===== config.mk =====
export PLATFORM = sky130hd
export DESIGN_NAME = control_fsm
export DESIGN_NICKNAME = d
export VERILOG_FILES = /design/src/rtl/control_fsm_pkg.sv /design/src/rtl/control_fsm_instr_class_dec.sv /design/src/rtl/control_fsm.sv
export SDC_FILE = /design/constraint.sdc
export NUM_CORES = 1
export LEC_CHECK = 0
export ABC_AREA = 1
export CAP_MARGIN = 30
export CORE_MARGIN = 2
export CORE_UTILIZATION = 35
export DETAILED_ROUTE_END_ITERATION = 10
export PLACE_DENSITY = 0.67
export RECOVER_POWER = 100
export SKIP_LAST_GASP = 1
export SYNTH_ARGS = -nofsm -noshare
export SYNTH_HDL_FRONTEND = slang
export SYNTH_HIERARCHICAL = 1
export SYNTH_SLANG_ARGS = --single-unit

===== constraint.sdc =====
create_clock -name clk -period 2.9 [get_ports clk]
set_input_delay 0.58 -clock clk [delete_from_list [all_inputs] [get_ports clk]]
set_output_delay 0.58 -clock clk [all_outputs]
set_load 0.02 [all_outputs]

===== src/rtl/control_fsm_pkg.sv =====
// Shared opcode, ALU function and state definitions for the multi-cycle control unit.
package control_fsm_pkg;

  localparam logic [5:0] OP_R    = 6'b100000;
  localparam logic [5:0] OP_LI   = 6'b111000;
  localparam logic [5:0] OP_LUI  = 6'b111001;
  localparam logic [5:0] OP_ADDI = 6'b110000;
  localparam logic [5:0] OP_ANDI = 6'b110010;
  localparam logic [5:0] OP_ORI  = 6'b110011;
  localparam logic [5:0] OP_B    = 6'b111111;
  localparam logic [5:0] OP_BEQ  = 6'b000000;
  localparam logic [5:0] OP_BNE  = 6'b000001;
  localparam logic [5:0] OP_LB   = 6'b000011;
  localparam logic [5:0] OP_LW   = 6'b001111;
  localparam logic [5:0] OP_SB   = 6'b000111;
  localparam logic [5:0] OP_SW   = 6'b011111;

  localparam logic [3:0] FN_ADD = 4'b0000;
  localparam logic [3:0] FN_SUB = 4'b0001;
  localparam logic [3:0] FN_AND = 4'b0010;
  localparam logic [3:0] FN_OR  = 4'b0011;

  typedef enum logic [2:0] {
    CLS_ALU   = 3'd0,
    CLS_LOAD  = 3'd1,
    CLS_STORE = 3'd2,
    CLS_BCOND = 3'd3,
    CLS_BRA   = 3'd4,
    CLS_ILL   = 3'd5
  } instr_class_e;

  typedef enum logic [8:0] {
    S_FETCH  = 9'b000000001,
    S_DECODE = 9'b000000010,
    S_EXEC   = 9'b000000100,
    S_MEM_RD = 9'b000001000,
    S_MEM_WR = 9'b000010000,
    S_WB_ALU = 9'b000100000,
    S_WB_MEM = 9'b001000000,
    S_BR     = 9'b010000000,
    S_NOP    = 9'b100000000
  } state_e;

endpackage


===== src/rtl/control_fsm_instr_class_dec.sv =====
// Combinational opcode classifier: instruction class, ALU op and operand/register-B selects.
module instr_class_dec
  import control_fsm_pkg::*;
(
  input  logic [5:0]   opcode_i,
  input  logic [3:0]   funct_i,
  output instr_class_e cls_o,
  output logic [3:0]   func_o,
  output logic         alu_imm_o,
  output logic         rf_b_rt_o
);

  always_comb begin
    cls_o     = CLS_ILL;
    func_o    = FN_ADD;
    alu_imm_o = 1'b0;
    rf_b_rt_o = 1'b0;
    case (opcode_i)
      OP_R: begin
        cls_o  = CLS_ALU;
        func_o = funct_i;
      end
      OP_LI, OP_LUI, OP_ADDI: begin
        cls_o     = CLS_ALU;
        alu_imm_o = 1'b1;
        rf_b_rt_o = 1'b1;
      end
      OP_ANDI: begin
        cls_o     = CLS_ALU;
        func_o    = FN_AND;
        alu_imm_o = 1'b1;
        rf_b_rt_o = 1'b1;
      end
      OP_ORI: begin
        cls_o     = CLS_ALU;
        func_o    = FN_OR;
        alu_imm_o = 1'b1;
        rf_b_rt_o = 1'b1;
      end
      OP_LB, OP_LW: begin
        cls_o     = CLS_LOAD;
        alu_imm_o = 1'b1;
      end
      OP_SB, OP_SW: begin
        cls_o     = CLS_STORE;
        alu_imm_o = 1'b1;
        rf_b_rt_o = 1'b1;
      end
      OP_BEQ, OP_BNE: begin
        cls_o     = CLS_BCOND;
        func_o    = FN_SUB;
        rf_b_rt_o = 1'b1;
      end
      OP_B: begin
        cls_o = CLS_BRA;
      end
      default: ;
    endcase
  end

endmodule


===== src/rtl/control_fsm.sv =====
// Multi-cycle control unit: sequences each instruction FETCH..WB and pulses the PC enable once at its end.
module control_fsm #(
  parameter int unsigned MEM_LAT = 1
) (
  input  logic        clk,
  input  logic        reset,
  input  logic [31:0] instr,
  input  logic        zero,
  output logic        en,
  output logic        PC_sel,
  output logic        RFsel_wr,
  output logic        RFsel_B,
  output logic        RFwr_en,
  output logic        ALUsel_B,
  output logic        MEMwr_en,
  output logic [3:0]  func
);

  import control_fsm_pkg::*;

  localparam logic [3:0] CNT_INIT = 4'(MEM_LAT - 1);

  state_e       state_q;
  instr_class_e cls_q;
  logic [5:0]   op_q;
  logic [3:0]   cnt_q;
  logic [3:0]   func_q;
  logic         en_q, rfwr_q, memwr_q, rfsel_wr_q, alusel_b_q, rfsel_b_q;

  instr_class_e dec_cls;
  logic [3:0]   dec_func;
  logic         dec_alu_imm, dec_rf_b_rt;
  logic         unused_instr_bits;

  assign unused_instr_bits = ^instr[25:4];

  instr_class_dec u_dec (
    .opcode_i  (instr[31:26]),
    .funct_i   (instr[3:0]),
    .cls_o     (dec_cls),
    .func_o    (dec_func),
    .alu_imm_o (dec_alu_imm),
    .rf_b_rt_o (dec_rf_b_rt)
  );

  // Strobes are registered on entry to the state in which they must be seen,
  // so each is one cycle wide and a reset at that edge suppresses it.
  always_ff @(posedge clk) begin
    if (reset) begin
      state_q    <= S_FETCH;
      cls_q      <= CLS_ALU;
      op_q       <= '0;
      cnt_q      <= '0;
      func_q     <= '0;
      en_q       <= 1'b0;
      rfwr_q     <= 1'b0;
      memwr_q    <= 1'b0;
      rfsel_wr_q <= 1'b0;
      alusel_b_q <= 1'b0;
      rfsel_b_q  <= 1'b0;
    end else begin
      en_q       <= 1'b0;
      rfwr_q     <= 1'b0;
      memwr_q    <= 1'b0;
      rfsel_wr_q <= 1'b0;
      case (state_q)
        S_FETCH: begin
          state_q    <= S_DECODE;
          op_q       <= instr[31:26];
          cls_q      <= dec_cls;
          func_q     <= dec_func;
          alusel_b_q <= dec_alu_imm;
          rfsel_b_q  <= dec_rf_b_rt;
        end
        S_DECODE: begin
          case (cls_q)
            CLS_BRA: begin
              state_q <= S_BR;
              en_q    <= 1'b1;
            end
            CLS_ILL: begin
              state_q <= S_NOP;
              en_q    <= 1'b1;
            end
            default: state_q <= S_EXEC;
          endcase
        end
        S_EXEC: begin
          cnt_q <= CNT_INIT;
          case (cls_q)
            CLS_LOAD:  state_q <= S_MEM_RD;
            CLS_STORE: begin
              state_q <= S_MEM_WR;
              memwr_q <= 1'b1;
              en_q    <= (MEM_LAT == 1);
            end
            CLS_BCOND: begin
              state_q <= S_BR;
              en_q    <= 1'b1;
            end
            default: begin
              state_q <= S_WB_ALU;
              en_q    <= 1'b1;
              rfwr_q  <= 1'b1;
            end
          endcase
        end
        S_MEM_RD: begin
          if (cnt_q == '0) begin
            state_q    <= S_WB_MEM;
            en_q       <= 1'b1;
            rfwr_q     <= 1'b1;
            rfsel_wr_q <= 1'b1;
          end else begin
            cnt_q <= cnt_q - 4'd1;
          end
        end
        S_MEM_WR: begin
          if (cnt_q == '0) begin
            state_q    <= S_FETCH;
            func_q     <= '0;
            alusel_b_q <= 1'b0;
            rfsel_b_q  <= 1'b0;
          end else begin
            cnt_q <= cnt_q - 4'd1;
            en_q  <= (cnt_q == 4'd1);
          end
        end
        S_WB_ALU, S_WB_MEM, S_BR, S_NOP: begin
          state_q    <= S_FETCH;
          func_q     <= '0;
          alusel_b_q <= 1'b0;
          rfsel_b_q  <= 1'b0;
        end
        default: state_q <= S_FETCH;
      endcase
    end
  end

  // Conditional branch resolves on the live zero flag while in BR.
  assign PC_sel = (state_q == S_BR) &&
                  ((cls_q == CLS_BRA) ||
                   ((cls_q == CLS_BCOND) && (zero ^ (op_q == OP_BNE))));

  assign en       = en_q;
  assign RFwr_en  = rfwr_q;
  assign MEMwr_en = memwr_q;
  assign RFsel_wr = rfsel_wr_q;
  assign ALUsel_B = alusel_b_q;
  assign RFsel_B  = rfsel_b_q;
  assign func     = func_q;

endmodule


==> results.toml, run 1 <==
[status]
status = "completed"

[final_layout]
final_cell_mix = "73 x nor2_1, 52 x nand2_1, 46 x inv_1, 32 x dfxtp_1, 17 x nand3_1"
diodes = 0
nNetsFinal = 353
final_common_cell = "nor2_1"
drive_gt1_frac = 0.0978
final_cells = 387
post-route-util = 0.430
syn_to_final_growth_pct = 17.5
final_area_um2 = 2220

[worst_setup_path]
worstSetupStartpointType = "input pin"
crit_fanout = 2
reg2reg_depth = 9
path_class = "input pin to output port"
end_kind = "output port"
cp.arrival_ns = 1.71
cp-startpoint = "zero"
r2r-start = "state_q[4]"
worst_r2r_endpoint = "state_q[7]"
critPathRequiredTime_ns = 2.32
rrSetupSlack_ns = 1.01

[sta]
rsz0062_at_grt = "no"
fmax_mhz = 436
min_period_ns = 2.29
drv_slew = 0
maxSlewHeadroom = 0.595
worst_slack_ns = 0.605
hold_ws_ns = 0.453
fin_tns_setup_ns = 0
fin_skew_ns = 0.00406
post-route-period-util = 0.791
tightest_slew_ns = 0.606
finalSetupViolCount = 0
final-hold-violation-count = 0

[logic_synthesis]
synth.avg_cell_area_um2 = 6.50
syn-num-nets = 328
ys_warn_count = 6
ys_ff_latch = 32
synth_cell_types = 31
yosysSeqAreaShare = 0.339
synth_cells = 291
synth_area_um2 = 1890

[clocking]
root_buffer = "clkbuf_8"
cts.htree.levels = 2
holdBufCountCts = 0
cts_buffer_depth = 2
clkTransAtPathRegs_ns = 0.06
cts_tree = "done"
cts.sinks = 32
cts_setup_buffers = 0
numCtsBuffers = 5
clk_latency_ns = 0.29

[drt]
dr_total_vias = 1722
viasPerCell = 4.45
routed_wl_mm = 3.78
dr.pass1.iters = 4
drtAntennaViolNets = 0
post-route-drc-count = 0
drtIter0Drc = 66
post_drt_wl_per_cell_um = 9.76

[die]
ioPinCount = 46
die_area_um2 = 6010
coreArea_um2 = 5170
fp.dieW_um = 77.5
start_util = 0.366
row_count = 26
die_h_um = 77.5

[global_routing]
grt_usage = 0.141
grt_overflow = 0
antenna_found_initial = 0
grt_max_degree = 24
grt_pass1_vias = 1616
grt_first_pass_wirelength_mm = 6.68

[power_and_ir_drop]
p_leak_nw = 1.09
power.total_mw = 1.23
power_density_nw_per_um2 = 552
ir_drop_mv = 0.255

[min_path]
holdPathStages = 2
hold_path_startpoint = "op_q[5]"
hold_path_class = "flop to flop"
worstHoldEndpoint = "op_q[5]"

[place]
portBuffers = 23
placed_area_um2 = 2170
gp_congestion = 0.848
dp_hpwl_mm = 2.91
dp.cells = 379
detailedPlace.worstSlack_ns = 0.223

[job]
maxCapViolCount = 0
-- how the worst max path moves through the flow --
stage,to,cells after the start
4_1_cts,PC_sel,6
2_1_floorplan,PC_sel,5
3_3_place_gp,PC_sel,6
6_report,PC_sel,6
5_1_grt,PC_sel,6
3_5_place_dp,PC_sel,6
-- worst max-delay path, cell delays in order --
cell             delay [ns]
clkdlybuf4s50_1        0.45
inv_1                  0.04
a21boi_0               0.14
o21ai_0                0.10
a21boi_0               0.15
clkbuf_1               0.25
-- area by class of cell --
type                       instances  area (µm²)
clock inverter                     2        35.0
timing repair buffer              23         224
multi-input combinational        202         966
fill                             576        2950
clock buffer                       6        72.6
inverter                          52         196
tap                               70        87.6
sequential                        32         641
-- cells by family after synthesis --
group,count (synthesis),share of synthesized area
flops,32,0.339
simple gates,168,0.428
xor+xnor,2,0.00926
buf+inv,57,0.124
fa+ha+maj,2,0.0132
compound gates,30,0.0873
-- state kept, by name (all words and copies together), names as in the netlist --
signal and flops:
RFwr_en 1, RFsel_wr 1, func 4, en 1, state_q 9, ALUsel_B 1
op_q 6, cls_q 3, RFsel_B 1, MEMwr_en 1, cnt_q 4
-- power by group --
part	internal, mW	switching (mW)	total, mW
clock	0.255	0.169	0.424
sequential	0.490	0.0293	0.519
combinational	0.107	0.178	0.285
-- layer usage --
layer / wire length (µm) / up-vias / global-route usage / share of wire
li1: - / 939 / - / -
met2: 1700 / 24 / 0.232 / 0.45
met1: 1850 / 750 / 0.164 / 0.49
met4: 88 / 0 / 0.0821 / 0.023
met5: 0 / - / 0 / 0
met3: 141 / 9 / 0.0372 / 0.037
-- cells in the mapped netlist --
library cell | n | share of area
clkbuf_8 | 1 | 0.0073
o2111ai_1 | 1 | 0.0046
a21oi_1 | 12 | 0.032
nor2_4 | 5 | 0.030
nand2_1 | 50 | 0.099
clkinv_1 | 1 | 0.0020
ha_1 | 2 | 0.013
nor2_1 | 68 | 0.13
clkinv_2 | 1 | 0.0026
nand3b_4 | 1 | 0.011
inv_2 | 6 | 0.012
nor3_2 | 1 | 0.0053
clkbuf_1 | 2 | 0.0040
nor3_1 | 2 | 0.0053
nand3b_1 | 2 | 0.0079
xor2_1 | 2 | 0.0093
nand4_2 | 1 | 0.0066
buf_2 | 1 | 0.0026
nand4_1 | 3 | 0.0099
inv_1 | 44 | 0.087
nand2_4 | 1 | 0.0060
o21ai_0 | 13 | 0.034
a21boi_0 | 2 | 0.0079
nand3_1 | 15 | 0.040
nor2_2 | 4 | 0.013
buf_6 | 1 | 0.0060
a21oi_2 | 1 | 0.0046
o211ai_1 | 1 | 0.0040
nand3_2 | 5 | 0.026
dfxtp_1 | 32 | 0.34
nand2_2 | 10 | 0.033
-- repair_timing --
action,4_1_cts,5_1_grt
resized for setup,0,1
hold endpoints to repair,0,0
endpoints found under the setup margin,0,1
(Power assumes the default switching activity.)
==> inputs of run 2 (changes only) <==
--- a/config.mk
+++ b/config.mk
@@ -10,7 +10,7 @@
 export CORE_MARGIN = 2
 export CORE_UTILIZATION = 35
 export DETAILED_ROUTE_END_ITERATION = 10
-export PLACE_DENSITY = 0.67
+export PLACE_DENSITY = 0.69
 export RECOVER_POWER = 100
 export SKIP_LAST_GASP = 1
 export SYNTH_ARGS = -nofsm -noshare
==> constraint.sdc (replaced) <==
create_clock -name clk -period 2.01 [get_ports clk]
set_input_delay 0.402 -clock clk [delete_from_list [all_inputs] [get_ports clk]]
set_output_delay 0.402 -clock clk [all_outputs]
set_load 0.02 [all_outputs]
==> run 2 against run 1 <==
Compared with the run above: core utilization increased by 2.7 points; critical path depth is the same; global-route usage up 0.62 points; critical path type unchanged.
==> results.toml, run 2 (same netlist as run 1, synthesis figures left out) <==
[status]
status = "completed"

[place]
dp.cells = 396
portBuffers = 23
detailedPlace.worstSlack_ns = -0.298
placed_area_um2 = 2300
gp_congestion = 0.858
dp_hpwl_mm = 3.16

[sta]
hold_ws_ns = 0.453
min_period_ns = 1.86
maxSlewHeadroom = 0.685
final-hold-violation-count = 0
tightest_slew_ns = 0.472
rsz0062_at_grt = "no"
drv_slew = 0
fin_skew_ns = 0.00310
finalSetupViolCount = 0
post-route-period-util = 0.924
fmax_mhz = 538
worst_slack_ns = 0.152

[final_layout]
syn_to_final_growth_pct = 24.9
final_common_cell = "nor2_1"
final_cells = 403
largest_register_ffs = 9
drive_gt1_frac = 0.150
largestRegisters = "state_q (9), op_q (6)"
nNetsFinal = 370
final_cell_mix = "69 x nor2_1, 54 x nand2_1, 46 x inv_1, 32 x dfxtp_1, 17 x nand3_1"
diodes = 0
final_area_um2 = 2360
fillers = 574
top_register = "state_q"

[job]
maxCapViolCount = 0

[die]
die_h_um = 77.5
die_area_um2 = 6010
ioPinCount = 46
start_util = 0.366
fp.dieW_um = 77.5
coreArea_um2 = 5170
row_count = 26

[clocking]
clk_latency_ns = 0.28
cts_setup_buffers = 0
cts.sinks = 32
holdBufCountCts = 0
numCtsBuffers = 5
clkTransAtPathRegs_ns = 0.06
cts.htree.levels = 2
cts_buffer_depth = 2
root_buffer = "clkbuf_8"
cts_tree = "done"

[power_and_ir_drop]
p_leak_nw = 1.15
power_density_nw_per_um2 = 740
p_seq_frac = 0.426
p_int_mw = 1.21
clockPowerShare = 0.301
switching_power_mw = 0.541
ir_drop_mv = 0.352
power.total_mw = 1.75
netSwitchingFraction = 0.309
p_comb_frac = 0.274

[worst_setup_path]
end_kind = "output port"
cp.arrival_ns = 1.46
worstSetupStartpointType = "input pin"
crit_fanout = 2
reg2reg_depth = 11
path_class = "input pin to output port"
critPathRequiredTime_ns = 1.61

[global_routing]
grt_max_degree = 18
grt_pass1_vias = 1710
grt_first_pass_wirelength_mm = 7.03
antenna_found_initial = 0
grt_overflow = 0
grt_usage = 0.147

[drt]
drtIter0Drc = 52
routed_wl_mm = 3.99
post_drt_wl_per_cell_um = 9.91
drtAntennaViolNets = 0
dr.pass1.iters = 4
post-route-drc-count = 0
dr_total_vias = 1805
viasPerCell = 4.48

[min_path]
hold_path_class = "flop to flop"
holdPathStages = 2
-- run 2: cell count changes in the layout (fill, tap and decap cells not counted), sizes merged --
cell / previous run / this run
clkdlybuf4s50: 10 / 12
inv: 50 / 49
clkbuf: 7 / 9
dlygate4sd3: 12 / 10
buf: 0 / 16
bufinv: 1 / 0
-- run 2: through the flow --
stage	util	setup TNS, ns
after CTS	0.463	0
after global placement	0.445	-0.284
after global routing	0.457	0
after floorplan	-	0
final	0.457	0
after detailed placement	0.445	-0.298
-- run 2: worst max-delay path, cell delays in order --
cell and delay [ns]:
clkdlybuf4s50_1 0.45, inv_1 0.04, a21boi_0 0.14, o21ai_0 0.09
a21boi_0 0.14, buf_2 0.18
-- run 2: what timing repair did --
action                     in CTS  in global routing
hold endpoints to repair        0                  0
pin swaps                       0                  0
setup endpoints to repair       1                  1
gates resized for setup         4                  2
-- run 2: area by class of cell --
cell class / instances / area, µm² / share of cell area
sequential: 32 / 641 / 0.271
multi-input combinational: 202 / 995 / 0.421
clock buffer: 7 / 96.3 / 0.0408
inverter: 52 / 195 / 0.0826
timing repair buffer: 40 / 349 / 0.148
tap: 70 / 87.6 / 0.0371
-- run 2: path summary, 6_finish.rpt --
path | startpoint | endpoint | slack (ns)
max | zero | PC_sel | 0.15
min reg2reg | op_q[5] | op_q[5] | 0.45
min | op_q[5] | op_q[5] | 0.45
max reg2reg | state_q[0] | cnt_q[2] | 0.19
-- run 2: metal layers --
layer / vias to the layer above / wire length, µm / global-route usage / part of all wire
li1: 973 / - / - / -
met1: 799 / 1850 / 0.165 / 0.46
met2: 28 / 1910 / 0.259 / 0.48
met3: 5 / 166 / 0.0465 / 0.042
met4: 0 / 61 / 0.0536 / 0.015
met5: - / 0 / 0 / 0
-- run 2: power by group through the flow --
| stage | combinational (mW) | clock, mW | sequential, mW |
|---|---|---|---|
| after floorplan | 0.298 | 0 | 0.792 |
| after global placement | 0.494 | 0 | 0.757 |
| after detailed placement | 0.502 | 0 | 0.760 |
| after CTS | 0.503 | 0.544 | 0.746 |
| after global routing | 0.541 | 0.572 | 0.755 |
| final | 0.479 | 0.526 | 0.744 |
==> inputs of run 3 (changes only) <==
--- a/config.mk
+++ b/config.mk
@@ -10,6 +10,7 @@
 export CORE_MARGIN = 2
 export CORE_UTILIZATION = 35
 export DETAILED_ROUTE_END_ITERATION = 10
+export GPL_TIMING_DRIVEN = 1
 export PLACE_DENSITY = 0.69
 export RECOVER_POWER = 100
 export SKIP_LAST_GASP = 1
==> results of run 3 <==
No change in the layout: final DEF, timing and power equal those of run 2.
